`config.mk`:
```
export PLATFORM = sky130hd
export DESIGN_NAME = param_serial_adder
export DESIGN_NICKNAME = d
export VERILOG_FILES = /design/src/rtl/psa_pkg.sv /design/src/rtl/param_serial_adder_chunk.sv /design/src/rtl/param_serial_adder.sv
export SDC_FILE = /design/constraint.sdc
export NUM_CORES = 1
export LEC_CHECK = 0
export ABC_AREA = 1
export CAP_MARGIN = 40
export CELL_PAD_IN_SITES_DETAIL_PLACEMENT = 0
export CELL_PAD_IN_SITES_GLOBAL_PLACEMENT = 1
export CORE_MARGIN = 2
export CORE_UTILIZATION = 42
export DETAILED_ROUTE_END_ITERATION = 8
export PLACE_DENSITY = 0.88
export SLEW_MARGIN = 25
export SYNTH_ARGS = -nofsm -noshare
export SYNTH_HDL_FRONTEND = slang
export SYNTH_SLANG_ARGS = --single-unit
```
`constraint.sdc`:
```
create_clock -name clk -period 4.66 [get_ports clk]
set_input_delay 1.398 -clock clk [delete_from_list [all_inputs] [get_ports clk]]
set_output_delay 1.398 -clock clk [all_outputs]
set_load 0.1 [all_outputs]
```
`src/rtl/psa_pkg.sv`:
```
// Shared types and default sizing for the chunk-serial adder.
// Optional subtract mode in the top is enabled with macro PSA_SUB_EN.
package psa_pkg;

  localparam int PSA_WIDTH = 8;
  localparam int PSA_CHUNK = 2;

  typedef enum logic [1:0] {
    ST_IDLE = 2'd0,
    ST_RUN  = 2'd1,
    ST_DONE = 2'd2
  } psa_state_e;

endpackage

```
`src/rtl/param_serial_adder_chunk.sv`:
```
// Combinational CHUNK-bit ripple adder built from full-adder cells.
// c_msb_in is the carry into the top bit, used for signed overflow.
module chunk_adder #(
  parameter int CHUNK = 2
) (
  input  logic [CHUNK-1:0] a,
  input  logic [CHUNK-1:0] b,
  input  logic             ci,
  output logic [CHUNK-1:0] s,
  output logic             co,
  output logic             c_msb_in
);

  logic [CHUNK:0] c;

  assign c[0] = ci;

  for (genvar i = 0; i < CHUNK; i++) begin : g_fa
    assign s[i]   = a[i] ^ b[i] ^ c[i];
    assign c[i+1] = (a[i] & b[i]) | (c[i] & (a[i] ^ b[i]));
  end

  assign co       = c[CHUNK];
  assign c_msb_in = c[CHUNK-1];

endmodule

```
`src/rtl/param_serial_adder.sv`:
```
// Chunk-serial adder: WIDTH-bit add, CHUNK bits per cycle, LSB chunk first.
// Define PSA_SUB_EN to add a 'sub' input selecting a - b - cin.
module param_serial_adder
  import psa_pkg::*;
#(
  parameter int WIDTH = PSA_WIDTH,
  parameter int CHUNK = PSA_CHUNK
) (
  input  logic             clk,
  input  logic             rst_n,
  input  logic             start,
  input  logic [WIDTH-1:0] a,
  input  logic [WIDTH-1:0] b,
  input  logic             cin,
`ifdef PSA_SUB_EN
  input  logic             sub,
`endif
  output logic             busy,
  output logic             done,
  output logic [WIDTH-1:0] sum,
  output logic             cout,
  output logic             ovf
);

  localparam int CHK = (CHUNK < 1) ? 1 : CHUNK;
  localparam int NCH = WIDTH / CHK;
  localparam int KW  = (NCH > 1) ? $clog2(NCH) : 1;

  if (CHUNK < 1 || (WIDTH % CHK) != 0) begin : g_bad_cfg
    $error("param_serial_adder: CHUNK must be >=1 and divide WIDTH");
  end

  psa_state_e       st;
  logic [WIDTH-1:0] ar, br, acc, nxt_acc;
  logic [KW-1:0]    k;
  logic             cr;
  logic [CHK-1:0]   ca, cb, cs;
  logic             co, cmsb;
  logic             last;

  assign ca   = ar[int'(k)*CHK +: CHK];
  assign cb   = br[int'(k)*CHK +: CHK];
  assign last = (k == KW'(NCH-1));

  chunk_adder #(.CHUNK(CHK)) u_chunk (
    .a        (ca),
    .b        (cb),
    .ci       (cr),
    .s        (cs),
    .co       (co),
    .c_msb_in (cmsb)
  );

  // Merge the current chunk into the partial result so the final chunk
  // can go straight to the sum register on entry to DONE.
  always_comb begin
    nxt_acc = acc;
    nxt_acc[int'(k)*CHK +: CHK] = cs;
  end

  always_ff @(posedge clk or negedge rst_n) begin
    if (!rst_n) begin
      st   <= ST_IDLE;
      ar   <= '0;
      br   <= '0;
      acc  <= '0;
      k    <= '0;
      cr   <= 1'b0;
      busy <= 1'b0;
      done <= 1'b0;
      sum  <= '0;
      cout <= 1'b0;
      ovf  <= 1'b0;
    end else begin
      case (st)
        ST_RUN: begin
          acc <= nxt_acc;
          cr  <= co;
          k   <= k + 1'b1;
          if (last) begin
            st   <= ST_DONE;
            busy <= 1'b0;
            done <= 1'b1;
            sum  <= nxt_acc;
            cout <= co;
            ovf  <= co ^ cmsb;
          end
        end
        default: begin
          // IDLE and DONE both accept a new request
          done <= 1'b0;
          if (start) begin
            st   <= ST_RUN;
            busy <= 1'b1;
            ar   <= a;
            k    <= '0;
`ifdef PSA_SUB_EN
            // a - b - cin == a + ~b + ~cin
            br   <= sub ? ~b : b;
            cr   <= sub ? ~cin : cin;
`else
            br   <= b;
            cr   <= cin;
`endif
          end else begin
            st   <= ST_IDLE;
            busy <= 1'b0;
          end
        end
      endcase
    end
  end

endmodule

```
After elaboration in Yosys (flattened, before gate mapping)
Cells that the tools add are included.
{"block": "word_totals", "regBits": 41, "in_bits": 20, "output_inout_bits": 12, "word_cells": 48}
{"block": "op_classes", "addsub": 2, "eq_ne": 3, "shifts": 4, "n_mux": 13, "bitwise": 12, "n_reduce_logical": 3}
{"cell": "negation 3 -> 33 bit", "n": 1}
{"cell": "variable shift 2 x 33 -> 8 bit, first input constant", "n": 1}
{"cell": "variable part select 2 x 33 -> 8 bit", "n": 1}
{"cell": "variable part select 8 x 4 -> 2 bit", "n": 2}
{"cell": "bitwise mux 8 bit", "n": 1}
{"cell": "2-to-1 mux 1 bit", "n": 8}
{"cell": "2-to-1 mux 2 bit", "n": 4}
{"cell": "bitwise XOR 1 bit", "n": 5}
{"cell": "AND 1 bit", "n": 4}
{"cell": "AND reduction 2 bit", "n": 2}
{"cell": "adder 2 x 1 -> 2 bit, second input constant", "n": 1}
{"cell": "== test 2 x 1 -> 1 bit, second input constant", "n": 1}
{"cell": "== test 2 bit, second input constant", "n": 1}
{"cell": "inequality test 2 bit, second input constant", "n": 1}
{"cell": "bitwise OR 1 bit", "n": 2}
{"cell": "nonzero test 2 bit", "n": 1}
{"cell": "NOT 1 bit", "n": 1}

Logic depth before layout (Yosys ltp)
{"block": "depth", "word_depth": 7, "ltp_mapped": 10, "ltp_nobuf": 9}

Hierarchy
A second synthesis with hierarchy kept.
{"block": "hier_totals", "hier_cells": 224, "hier_area_um2": 1824.2}
{"mod": "param_serial_adder", "instances": 1, "cells_per_inst": 222, "area_each_um2": 1784.2, "seq_area_each_um2": 925.9}
{"mod": "chunk_adder", "instances": 1, "cells_per_inst": 2, "area_each_um2": 40.0, "seq_area_each_um2": 0.0}

Worst setup path before layout
Ideal clock, no wire load.
{"block": "synth_timing", "path_type": "reg2out", "start": "register done", "end": "output port done", "t_arrival_ns": 0.938, "required_ns": 3.262, "setup_slack_ns": 2.324, "stages_incl_launch_ff": 1, "n_path_buf": 0, "cell_sequence": "dfrtp_1"}
{"element": "from (decl)", "line": "param_serial_adder.sv:19", "rtl": "output logic done,"}
{"element": "from (signal assigned)", "line": "param_serial_adder.sv:70", "rtl": "done <= 1'b0;"}
{"element": "from (signal assigned)", "line": "param_serial_adder.sv:83", "rtl": "done <= 1'b1;"}
{"element": "from (signal assigned)", "line": "param_serial_adder.sv:91", "rtl": "done <= 1'b0;"}
No word-level cell between the ends.

Final worst setup path
{"block": "layout_timing", "start": "register k[0]", "end": "register acc[7]"}
{"block": "layout_between", "elab_chain_cells": 7, "elab_cells_between_ends": 13, "classes_between": "add/sub (1); shift (4); mux (1); bitwise (7)"}
{"element": "from (decl)", "line": "param_serial_adder.sv:35", "rtl": "logic [KW-1:0] k;"}
{"element": "from (signal assigned)", "line": "param_serial_adder.sv:79", "rtl": "k <= k + 1'b1;"}
{"element": "variable part select 8 x 4 -> 2 bit, on equally long branches", "line": "param_serial_adder.sv:41, param_serial_adder.sv:42"}
{"element": "bitwise XOR 1 bit", "line": "param_serial_adder_chunk.sv:19, param_serial_adder_chunk.sv:20"}
{"element": "AND 1 bit", "line": "param_serial_adder_chunk.sv:20", "rtl": "assign c[i+1] = (a[i] & b[i]) | (c[i] & (a[i] ^ b[i]));"}
{"element": "bitwise OR 1 bit", "line": "param_serial_adder_chunk.sv:20"}
{"element": "bitwise XOR 1 bit", "line": "param_serial_adder_chunk.sv:19", "rtl": "assign s[i] = a[i] ^ b[i] ^ c[i];"}
{"element": "variable part select 2 x 33 -> 8 bit", "line": "param_serial_adder.sv:58", "rtl": "nxt_acc[int'(k)*CHK +: CHK] = cs;"}
{"element": "bitwise mux 8 bit *", "line": "param_serial_adder.sv:58"}
{"element": "to (signal assigned)", "line": "param_serial_adder.sv:77", "rtl": "acc <= nxt_acc;"}
{"element": "to (decl)", "line": "param_serial_adder.sv:34", "rtl": "logic [WIDTH-1:0] ar, br, acc, nxt_acc;"}
Mark *: on every way between the ends. The rest lies on a longest branch, timed or not.
A chain may end at the register's enable or synchronous reset.

==> out/qor.csv <==
stage,metric,value,unit
clock_tree,post-CTS resize count,0,
power,Clock power frac,11.9,%
clock_tree,clk sink count,39,
timing,max-slew violations,0,
setup_path,startpoint type of the worst setup path,register,
global_routing,gr ovfl total,0,
setup_path,Crit. End Element,register,
clock_tree,hold_buf cts,0,
detailed_routing,drt wl/cell,11.3,um
timing,sum of negative setup slack,0,ns
power,Net Sw Frac,48.5,%
clock_tree,post-CTS setup buffer count,0,
finish,NumNets Final,305,
detailed_routing,vias per inst,4.68,
timing,final hold violations,0,
flow_run,Max Cap Viol,0,
detailed_routing,DRC,0,
timing,crit path time final,2.87,ns
setup_path,worst-path fanout max,16,
power,Net Switching,0.942,mW
timing,final setup violation count,0,
global_routing,antenna violations before repair,0,
timing,relative slew slack,66.3,%
die,I/O Pins,32,
global_routing,largest net degree at the start of global routing,21,
timing,final worst setup slack,1.79,ns
die,row cnt,24,
setup_path,R2R Setup Slk,1.79,ns
yosys,syn_area_per_cell,8.39,um2
die,Starting Density,44.3,%
global_routing,first-pass GRT wire length,6720,um
global_routing,vias in the first global route,1485,
detailed_routing,initial detailed-routing violation count,67,
timing,worst-margin pin slew,0.505,ns
yosys,Yosys warnings,0,
clock_tree,Num CTS Buffers,5,
detailed_routing,via count,1540,
power,Seq pwr share,29.8,%
timing,RSZ-0062 raised after global routing,no,
finish,n_diodes,0,
run_status,outcome,finished clean,
power,PD cells,761,nW/um2
clock_tree,"Clk Latency, worst-skew pair",0.29,ns
yosys,cell area after synthesis,1960,um2
yosys,syn nets,261,
power,Int Pwr,1.00,mW
setup_path,Worst EP required,4.89,ns
setup_path,kind of critical path,register to register,
power,Peak VDD IR,0.255,mV
setup_path,Worst EP arrival,3.10,ns
detailed_routing,Post-Route WL,3710,um
die,Core Box Area,4410,um2
clock_tree,CTS tree,built,
power,Gate power share,58.3,%
timing,fmax,349,MHz
yosys,synth unique cells,24,
placement,HPWL after DPL,2790,um
die,die area,5220,um2
finish,Util after Layout,57.9,%
yosys,Synth Register Bits,39,
die,die height,72.2,um
timing,hold_ws,0.476,ns
clock_tree,clk root buf,clkbuf_8,
clock_tree,Clock Tree Buf Depth,2,
yosys,cells after synthesis,233,
placement,IO buf count,31,
power,Leakage,1.31,nW
clock_tree,"Clk pin slew, worst setup/hold paths",0.07,ns
placement,dpl ws,1.81,ns
clock_tree,htree depth,2,
detailed_routing,"antenna viol nets, final",0,
finish,relative area change from synthesis to final layout,30.6,%
global_routing,gr usage total,16.8,%
yosys,register area share after synthesis,49.9,%
die,Die X,72.2,um
timing,final period utilization,61.5,%
timing,clk_skew,0.00649,ns
detailed_routing,Pre-antenna DRT Iters,4,
hold_path,Hold Crit Class,register to register,
placement,Final Wtd Congestion,0.802,
finish,layout cell share with drive strength beyond 1,14.1,%
==> critical path, cell delays in order, from the launching register on <==
cell      delay (ns)
dfrtp_1         0.66
inv_1           0.31
o21ai_0         0.24
o22ai_1         0.12
fa_1            0.45
fa_1            0.55
nand3_1         0.13
o21bai_1        0.22
nand2_1         0.07
nand2_1         0.07
==> power groups by stage <==
stage	combinational [mW]	sequential, mW	clock (mW)
global route	1.25	0.597	0.252
floorplan	0.578	0.823	0
global placement	1.01	0.579	0
detailed placement	1.14	0.584	0
finish	1.13	0.579	0.232
CTS	1.15	0.579	0.238
==> Yosys cell counts <==
master / number / area share, %
nor2_1: 15 / 2.9
inv_6: 1 / 0.45
xnor2_1: 1 / 0.45
o21ai_0: 9 / 2.3
nand3_1: 7 / 1.8
nand2_2: 10 / 3.2
buf_12: 1 / 1.0
nand2_1: 101 / 19
nand2_4: 1 / 0.58
buf_2: 2 / 0.51
nor2_4: 1 / 0.58
o21bai_1: 6 / 2.3
fa_1: 2 / 2.0
nor2_8: 1 / 1.0
nor2_2: 1 / 0.32
a21oi_1: 1 / 0.26
buf_6: 2 / 1.2
buf_4: 2 / 0.77
o21ai_1: 4 / 1.0
inv_1: 14 / 2.7
inv_2: 3 / 0.58
ha_1: 6 / 3.8
o22ai_1: 3 / 0.96
dfrtp_1: 39 / 50
==> sequential cells by signal, summed over array words and instances, names as in the netlist <==
| register | cells |
|---|---|
| done | 1 |
| ar | 8 |
| ovf | 1 |
| acc | 8 |
| br | 8 |
| cr | 1 |
| st | 1 |
| sum | 8 |
| cout | 1 |
| k | 2 |
==> layout by cell type, fill, tap and decap left out, drive strengths merged, types with 2 or more instances in the layout <==
cell and n:
nand2 112, dfrtp 39, clkdlybuf4s50 30, nor2 18, inv 18, buf 14
o21ai 13, nand3 7, o21bai 6, ha 6, clkbuf 6, o22ai 3
fa 2
==> cells by family (layout without fill, tap and decap cells) <==
family | count (synthesis) | in the layout | synth area share, %
xor gates and xnor gates | 1 | 1 | 0.448
DFF | 39 | 39 | 49.9
and+or+nand+nor | 137 | 137 | 29.8
buffers and inverters | 25 | 69 | 7.17
AOI/OAI and AO/OA | 23 | 23 | 6.85
adders and majority gates | 8 | 8 | 5.89
==> cell type report <==
cell class	instances	area, um2
Timing Repair Buffer	44	513
Clock buffer	6	82.6
Fill cell	424	1860
Inverter	18	72.6
Multi-Input combinational cell	169	840
Clock inverter	1	5.00
Tap cell	52	65.1
Sequential cell	39	976
==> path summary, 6_finish.rpt <==
check,cells past startpoint,end,from
min,2,br[3],br[3]
max reg2reg,9,acc[7],k[0]
min in group asynchronous,1,st[0],rst_n
min reg2reg,2,br[3],br[3]
max,9,acc[7],k[0]
max in group asynchronous,2,acc[4],rst_n
==> layer usage <==
metal	global-route usage, %	share of wire [%]
met5	0	0
met4	7.13	1.9
met3	4.44	4.0
met2	27.7	48
met1	20.8	46
==> per-stage QoR <==
stage	total power, mW	instance area, um2	instances
after floorplan	1.40	1960	233
after global placement	1.59	2260	309
after detailed placement	1.73	2470	322
after CTS	1.96	2550	329
after global routing	2.10	2550	329
final	1.94	2550	329
Note: power is estimated with default switching activity, not from simulation.
